===== src/rtl/scan_select_sequencer.sv =====
// Select-code sequencer for a one-hot decoder: steps S through 0..7 at a
// programmable dwell rate and drives the decoder's blank (reset) input.
module scan_select_sequencer #(
  parameter int DWELL_W = 16,
  parameter int GUARD   = 1
) (
  input  logic               clk,
  input  logic               reset,
  input  logic               enable,
  input  logic [1:0]         mode,
  input  logic [DWELL_W-1:0] dwell,
  input  logic               step,
  output logic [2:0]         S,
  output logic               blank,
  output logic               tick,
  output logic               wrap
);

  localparam int GW = $clog2(GUARD + 2);
  localparam logic [GW-1:0] GUARD_INIT = GW'(GUARD);

  localparam logic [0:0] DIR_UP   = 1'b0;
  localparam logic [0:0] DIR_DOWN = 1'b1;

  localparam logic [1:0] MODE_UP   = 2'b00;
  localparam logic [1:0] MODE_DOWN = 2'b01;
  localparam logic [1:0] MODE_PP   = 2'b10;
  localparam logic [1:0] MODE_HOLD = 2'b11;

  logic [DWELL_W-1:0] cnt_q, cnt_d;
  logic [2:0]         s_q, s_d;
  logic [0:0]         dir_q, dir_d;
  logic [GW-1:0]      g_q, g_d;
  logic               step_q, step_d;
  logic               tick_q, tick_d;
  logic               wrap_q, wrap_d;
  logic               blank_q, blank_d;

  logic               adv;
  logic               adv_eff;
  logic [2:0]         s_next;
  logic [0:0]         dir_next;
  logic               wrap_next;
  logic               guard_blank;

  always_comb begin
    adv     = enable ? (cnt_q >= dwell) : (step && !step_q);
    adv_eff = adv && (mode != MODE_HOLD);

    s_next    = s_q;
    dir_next  = DIR_UP;
    wrap_next = 1'b0;
    case (mode)
      MODE_UP: begin
        s_next    = s_q + 3'd1;
        wrap_next = (s_q == 3'd7);
      end
      MODE_DOWN: begin
        s_next    = s_q - 3'd1;
        wrap_next = (s_q == 3'd0);
      end
      MODE_PP: begin
        // Endpoints turn around without repeating; every 0->1 starts a new cycle.
        dir_next  = dir_q;
        wrap_next = (s_q == 3'd0);
        if (dir_q == DIR_UP) begin
          if (s_q == 3'd7) begin
            s_next   = 3'd6;
            dir_next = DIR_DOWN;
          end else begin
            s_next = s_q + 3'd1;
          end
        end else begin
          if (s_q == 3'd0) begin
            s_next   = 3'd1;
            dir_next = DIR_UP;
          end else begin
            s_next = s_q - 3'd1;
          end
        end
      end
      default: begin
        s_next    = s_q;
        wrap_next = 1'b0;
      end
    endcase

    // Counter keeps running in hold-blank mode; it only freezes when paused.
    cnt_d  = enable ? (adv ? '0 : cnt_q + DWELL_W'(1)) : cnt_q;
    step_d = step;
    s_d    = adv_eff ? s_next : s_q;
    dir_d  = (mode != MODE_PP) ? DIR_UP : (adv_eff ? dir_next : dir_q);
    tick_d = adv_eff;
    wrap_d = adv_eff && wrap_next;

    // g_q counts blank cycles still owed, including the one currently shown.
    if (adv_eff) begin
      g_d         = GUARD_INIT;
      guard_blank = (GUARD > 0);
    end else if (g_q > GW'(1)) begin
      g_d         = g_q - GW'(1);
      guard_blank = 1'b1;
    end else begin
      g_d         = '0;
      guard_blank = 1'b0;
    end
    blank_d = (mode == MODE_HOLD) || guard_blank;
  end

  always_ff @(posedge clk) begin
    if (reset) begin
      cnt_q   <= '0;
      s_q     <= 3'd0;
      dir_q   <= DIR_UP;
      g_q     <= GUARD_INIT;
      step_q  <= 1'b0;
      tick_q  <= 1'b0;
      wrap_q  <= 1'b0;
      blank_q <= 1'b1;
    end else begin
      cnt_q   <= cnt_d;
      s_q     <= s_d;
      dir_q   <= dir_d;
      g_q     <= g_d;
      step_q  <= step_d;
      tick_q  <= tick_d;
      wrap_q  <= wrap_d;
      blank_q <= blank_d;
    end
  end

  assign S     = s_q;
  assign blank = blank_q;
  assign tick  = tick_q;
  assign wrap  = wrap_q;

endmodule


===== config.mk =====
export PLATFORM = sky130hd
export DESIGN_NAME = scan_select_sequencer
export DESIGN_NICKNAME = d
export VERILOG_FILES = /design/src/rtl/scan_select_sequencer.sv
export SDC_FILE = /design/constraint.sdc
export NUM_CORES = 1
export LEC_CHECK = 0
export ABC_CLOCK_PERIOD_IN_PS = 4950
export CAP_MARGIN = 20
export CORE_AREA = 2 2 60 62
export CTS_CLUSTER_SIZE = 24
export DETAILED_ROUTE_END_ITERATION = 8
export DIE_AREA = 0 0 62 64
export GPL_ROUTABILITY_DRIVEN = 0
export PLACE_DENSITY = 0.92
export RECOVER_POWER = 50
export SLEW_MARGIN = 20
export SYNTH_ARGS = -nofsm -noshare
export SYNTH_HDL_FRONTEND = slang
export SYNTH_SLANG_ARGS = --single-unit

===== constraint.sdc =====
create_clock -name clk -period 4.95 [get_ports clk]
set_input_delay 1.485 -clock clk [delete_from_list [all_inputs] [get_ports clk]]
set_output_delay 1.485 -clock clk [all_outputs]
set_load 0.05 [all_outputs]

==> flow_summary.toml, run 1 <==
[detailed_routing]
vias_per_cell = 5.42
num_vias = 1616
firstDrtPassIters = 4
wirelength_um = 3760
drc = 0
wl_per_cell_um = 12.6
drtIter0Drc = 40
detail-route-antenna-nets = 0

[cts]
postCtsSetupBuffers = 0
clkLatencyLatePin_ps = 320
cts_tree = "yes"
cts_root_buf = "clkbuf_4"
cts.reportedPaths.clkPinSlew_ps = 140
cts_resized = 0
clockBufferDepth = 2
hold_buffers = 0
cts_made_buffers = 3
h-tree-depth = 1
numClockSinks = 26

[worst_setup_path]
cp_max_fo = 9
cp.arrival_ps = 4400
required_ps = 5160
critical_path_class = "in2reg"
cp-end-kind = "flip-flop"
r2r_start = "cnt_q[13]$_SDFFE_PP0P_"
worst_setup_path_start_kind = "input pin"
reg2regPathDepth = 6
ff2ff_setup_slack_ps = 2100
r2r_end = "blank$_SDFF_PP1_"

[layout]
drive_gt1_share_pct = 3.17
mostFrequentLayoutCells = "29 x inv_1, 29 x ha_1, 26 x dfxtp_1"
seqCellArea_um2 = 520
multiInputGateArea_mm2 = 0.00116
nets = 305
syn_to_final_growth_pct = 16.9
num_antenna_cells = 0
nFillCells = 288

[sta]
min_period_ps = 4190
fmax_ghz = 0.238
slew_headroom_pct = 27.3
slew_viol_final = 0
setup_viol = 0
rsz0062_at_grt = "no"
setup_tns_ps = 0
final_hold_viol_count = 0
min_period_over_period_pct = 84.7
worst_slew_pin_slew_ps = 1080
skew_ps = 4.04
setup_ws_ps = 756

[pwr]
vdd_drop_max_mv = 0.115
pwr_density_cell_mw_per_mm2 = 193
p_leak_uw = 0.00101

[logic_synthesis]
synth-edff-count = 0
syn_inst = 226
yosysWarningCount = 0
syn-num-nets = 277
yosysSeqAreaShare_pct = 28.5
ys.flop_type = "dfxtp_1"
avgSynthCellArea_um2 = 8.09
syn_area_mm2 = 0.00183
ys_ff_latch = 26
yosysUniqueCellTypes = 44
async_flop_share_pct = 0

[die]
dieArea_mm2 = 0.00397
start_util_pct = 55.7
fp.dieW_um = 62
fp.dieH_um = 64
rows = 21
io_pins = 28
fp.coreArea_mm2 = 0.00328

[grt]
met1_usage_pct = 25.8
antenna_found_initial = 0
gr-usage-met2_pct = 34.1
grt_pass1_vias = 1557
grt_max_degree = 25
grtUsageTotal_pct = 20.8
grt_overflow = 0
met3_usage_pct = 2.63
grt_pass1_wl_um = 6370
top_usage_layer = "met2"

[job]
maxCapViolCount = 0

[min_path]
hold_depth = 2
hold_path.class = "reg2reg"
min_from = "cnt_q[3]$_SDFFE_PP0P_"
hold_end = "cnt_q[3]$_SDFFE_PP0P_"

[placed_design]
portBuffers = 27
pre_cts_ws_ps = 791
dp_hpwl_um = 2970

[outcome]
status = "complete, no violations"
==> through the flow <==
step	hold slack, ps	util, %	cell area [um2]	std cells	power, uW
3_5_place_dp	521	64.9	2130	295	329
5_1_grt	576	65.1	2140	298	436
6_report	538	65.1	2140	298	413
2_1_floorplan	483	-	1830	226	292
4_1_cts	540	65.6	2150	298	419
3_3_place_gp	508	64.9	2130	295	324
==> cell usage after synthesis, types with 2 or more instances <==
library cell,instances,area [um2]
a211oi_1,4,30.0
a21o_1,8,60.1
a21oi_1,11,55.1
and3_1,2,12.5
clkbuf_1,2,7.51
dfxtp_1,26,521
ha_1,29,363
inv_1,29,109
nand2_1,21,78.8
nand2b_1,2,12.5
nand3_1,9,45.0
nand4_1,2,12.5
nor2_1,23,86.3
nor2b_1,3,18.8
nor3_1,2,10.0
nor3b_1,6,45.0
nor4_1,2,12.5
o21ai_0,13,65.1
o21ai_1,5,25.0
o22a_1,2,17.5
xor2_1,2,17.5
==> critical path, cell delays in order <==
cell and delay, ps:
dlygate4sd3_1 520, inv_1 50, ha_1 320, nand4_1 190, o21ai_0 140, a311oi_1 570, a21boi_0 530, or4_1 600
==> power breakdown <==
group | switching (uW) | total (uW) | internal [uW]
clock network | 63.1 | 91.6 | 28.5
logic | 53.9 | 99.6 | 45.6
registers | 6.00 | 222 | 216
==> metal layers <==
layer | vias up | part of all wire [%]
met1 | 736 | 46
met4 | 0 | 2.0
met2 | 40 | 48
met5 | - | 0
li1 | 834 | -
met3 | 6 | 4.3
==> kinds of logic after synthesis <==
group / after synthesis / synth area share [%]
adder cells (fa/ha/maj): 29 / 19.8
AND/OR/NAND/NOR: 81 / 22.5
flip-flops: 26 / 28.5
buffers and inverters: 33 / 7.25
XOR/XNOR: 2 / 0.958
multiplexers: 3 / 1.78
AO/OA/AOI/OAI: 52 / 19.2
==> cell type report <==
cell class | instances | area share, %
clock buffers | 3 | 1.05
inverters | 29 | 5.09
multi-input cells | 167 | 54.2
flip-flops and latches | 26 | 24.4
well taps | 46 | 2.69
repair buffers | 27 | 12.6
==> sequential cells by signal, indices dropped and copies added, names as in the netlist <==
| register | flops |
|---|---|
| S | 3 |
| blank | 1 |
| cnt_q | 16 |
| dir_q | 1 |
| g_q | 2 |
| step_q | 1 |
| tick | 1 |
| wrap | 1 |
==> worst max-delay path by stage <==
| stage | start | end | slack [ps] | cells after the start |
|---|---|---|---|---|
| CTS | dwell[15] | cnt_q[5]$_SDFFE_PP0P_ | 1150 | 9 |
| floorplan | dwell[0] | blank$_SDFF_PP1_ | 1610 | 6 |
| global route | dwell[15] | blank$_SDFF_PP1_ | 580 | 8 |
| finish | dwell[15] | blank$_SDFF_PP1_ | 760 | 8 |
| global placement | dwell[0] | cnt_q[5]$_SDFFE_PP0P_ | 1020 | 8 |
| detailed placement | dwell[15] | cnt_q[5]$_SDFFE_PP0P_ | 790 | 9 |
Note: power is estimated with default switching activity, not from simulation.
==> inputs of run 2 (changes only) <==
ABC_CLOCK_PERIOD_IN_PS = 3800   (was 4950)
CORE_AREA = 2 2 65 67   (was 2 2 60 62)
DIE_AREA = 0 0 67 69   (was 0 0 62 64)
PLACE_DENSITY = 0.84   (was 0.92)
clock period = 3.8 ns   (was 4.95 ns; I/O delays follow)
==> run 2 against run 1 <==
Against the previous run: clock-buffer cell count is 1 higher; wire length fell by 4.0%; total power up 45%; worst setup slack got worse by 320 ps; global-route usage is 4.3 points lower; utilization down 8.9 points; register-to-register slack got worse by 810 ps; combinational power is 31% higher; worst hold slack better by 6.5 ps; first-iteration DRC count grew 50%; sequential cell count unchanged; die area increased by 17%; critical path type unchanged; largest power group unchanged.
==> flow_summary.toml, run 2 (synthesis gave the netlist of run 1 again) <==
[die]
rows = 23
fp.dieH_um = 69
start_util_pct = 46.7
fp.coreArea_mm2 = 0.00391
dieArea_mm2 = 0.00462
fp.dieW_um = 67
io_pins = 28

[grt]
grt_overflow = 0
grtUsageTotal_pct = 16.5
grt_pass1_vias = 1508
grt_max_degree = 17
antenna_found_initial = 0
grt_pass1_wl_um = 6210

[worst_setup_path]
cp_slowest_cell = "dlygate4sd3_1"
path_depth = 8
cp-end-kind = "flip-flop"
reg2regPathDepth = 7
r2r_end = "blank$_SDFF_PP1_"
startpoint = "dwell[15]"
ff2ff_setup_slack_ps = 1290
critPathTopFamily = "compound AO/OA/AOI/OAI gates"
critPathBufInv = 2
critical_path_class = "in2reg"
cp_cell_sequence = "dlygate4sd3_1, inv_1, ha_1, nand4_1, o21ai_0, a311oi_2, a21boi_2, or4_1"
r2r_start = "cnt_q[0]$_SDFFE_PP0P_"
worst_setup_path_start_kind = "input pin"
required_ps = 3950
cp_max_fo = 9
cp.arrival_ps = 3520
cp_slowest_stage_delay_ps = 520
endpoint = "blank$_SDFF_PP1_"

[sta]
final_hold_viol_count = 0
min_period_over_period_pct = 88.6
rsz0062_at_grt = "no"
setup_viol = 0
skew_ps = 4.29
min_period_ps = 3370
worst_slew_pin_slew_ps = 686
slew_viol_final = 0
slew_headroom_pct = 54.3
fmax_ghz = 0.297
setup_tns_ps = 0
setup_ws_ps = 433

[placed_design]
dp_hpwl_um = 2760
portBuffers = 27
pre_cts_ws_ps = 207

[layout]
drive_gt1_share_pct = 4.69
mostFrequentLayoutCells = "29 x inv_1, 29 x ha_1, 26 x dfxtp_1"
num_antenna_cells = 0
syn_to_final_growth_pct = 20.3
largest-register = "cnt_q"
largest_register_ffs = 16
fin_util_pct = 56.2
nets = 308

[cts]
clkLatencyLatePin_ps = 270
cts_tree = "yes"
hold_buffers = 0
cts_root_buf = "clkbuf_8"
cts_made_buffers = 3
cts_resized = 0
h-tree-depth = 1
cts.reportedPaths.clkPinSlew_ps = 90
numClockSinks = 26
postCtsSetupBuffers = 0
clockBufferDepth = 2

[detailed_routing]
wl_per_cell_um = 11.8
drc = 0
detail-route-antenna-nets = 0
firstDrtPassIters = 4
vias_per_cell = 5.37
num_vias = 1643
wirelength_um = 3610
drtIter0Drc = 60

[pwr]
finalPower_uw = 598
pwr_density_cell_mw_per_mm2 = 272
vdd_drop_max_mv = 0.151
p_leak_uw = 0.00103

[job]
maxCapViolCount = 0

[outcome]
status = "complete, no violations"

[min_path]
hold_path.class = "reg2reg"
run 2: per-stage QoR:
stage	instance area [um2]	hold slack, ps	instances
2_1_floorplan	1830	483	226
3_3_place_gp	2160	507	302
3_5_place_dp	2160	517	302
4_1_cts	2210	538	306
5_1_grt	2200	567	306
6_report	2200	545	306
run 2: layer usage:
metal  wire length (um)  track usage [%]  up-vias
met2               1680             27.8       40
met5                  0                0        -
met4                 44             5.44        0
met1               1710             21.6      756
met3                166             1.79        4
li1                   -                -      843
run 2: worst reg2reg max path, delay by kind of cell (launching register included):
family | cells | cell delay [ps]
flops | 1 | 380
fa+ha+maj | 1 | 270
buf+inv | 1 | 90
simple gates | 2 | 640
compound gates | 3 | 1020
run 2: power by group:
| part | internal [uW] | switching [uW] |
|---|---|---|
| logic | 61.1 | 69.2 |
| registers | 281 | 8.49 |
| clock network | 92.6 | 85.6 |
| total | 435 | 163 |
run 2: area by class of cell:
type,instances,area (um2)
Multi-Input combinational cell,167,1170
Fill cell,365,1710
Sequential cell,26,520
Tap cell,50,62.6
Timing Repair Buffer,30,285
Clock buffer,4,55.1
Inverter,29,109
run 2: worst min-delay path by stage:
stage	from	end	depth (start not counted)
global route	cnt_q[3]$_SDFFE_PP0P_	cnt_q[3]$_SDFFE_PP0P_	2
detailed placement	cnt_q[15]$_SDFFE_PP0P_	cnt_q[15]$_SDFFE_PP0P_	1
finish	cnt_q[15]$_SDFFE_PP0P_	cnt_q[15]$_SDFFE_PP0P_	1
floorplan	cnt_q[11]$_SDFFE_PP0P_	cnt_q[11]$_SDFFE_PP0P_	1
CTS	cnt_q[3]$_SDFFE_PP0P_	cnt_q[3]$_SDFFE_PP0P_	2
global placement	cnt_q[15]$_SDFFE_PP0P_	cnt_q[15]$_SDFFE_PP0P_	1
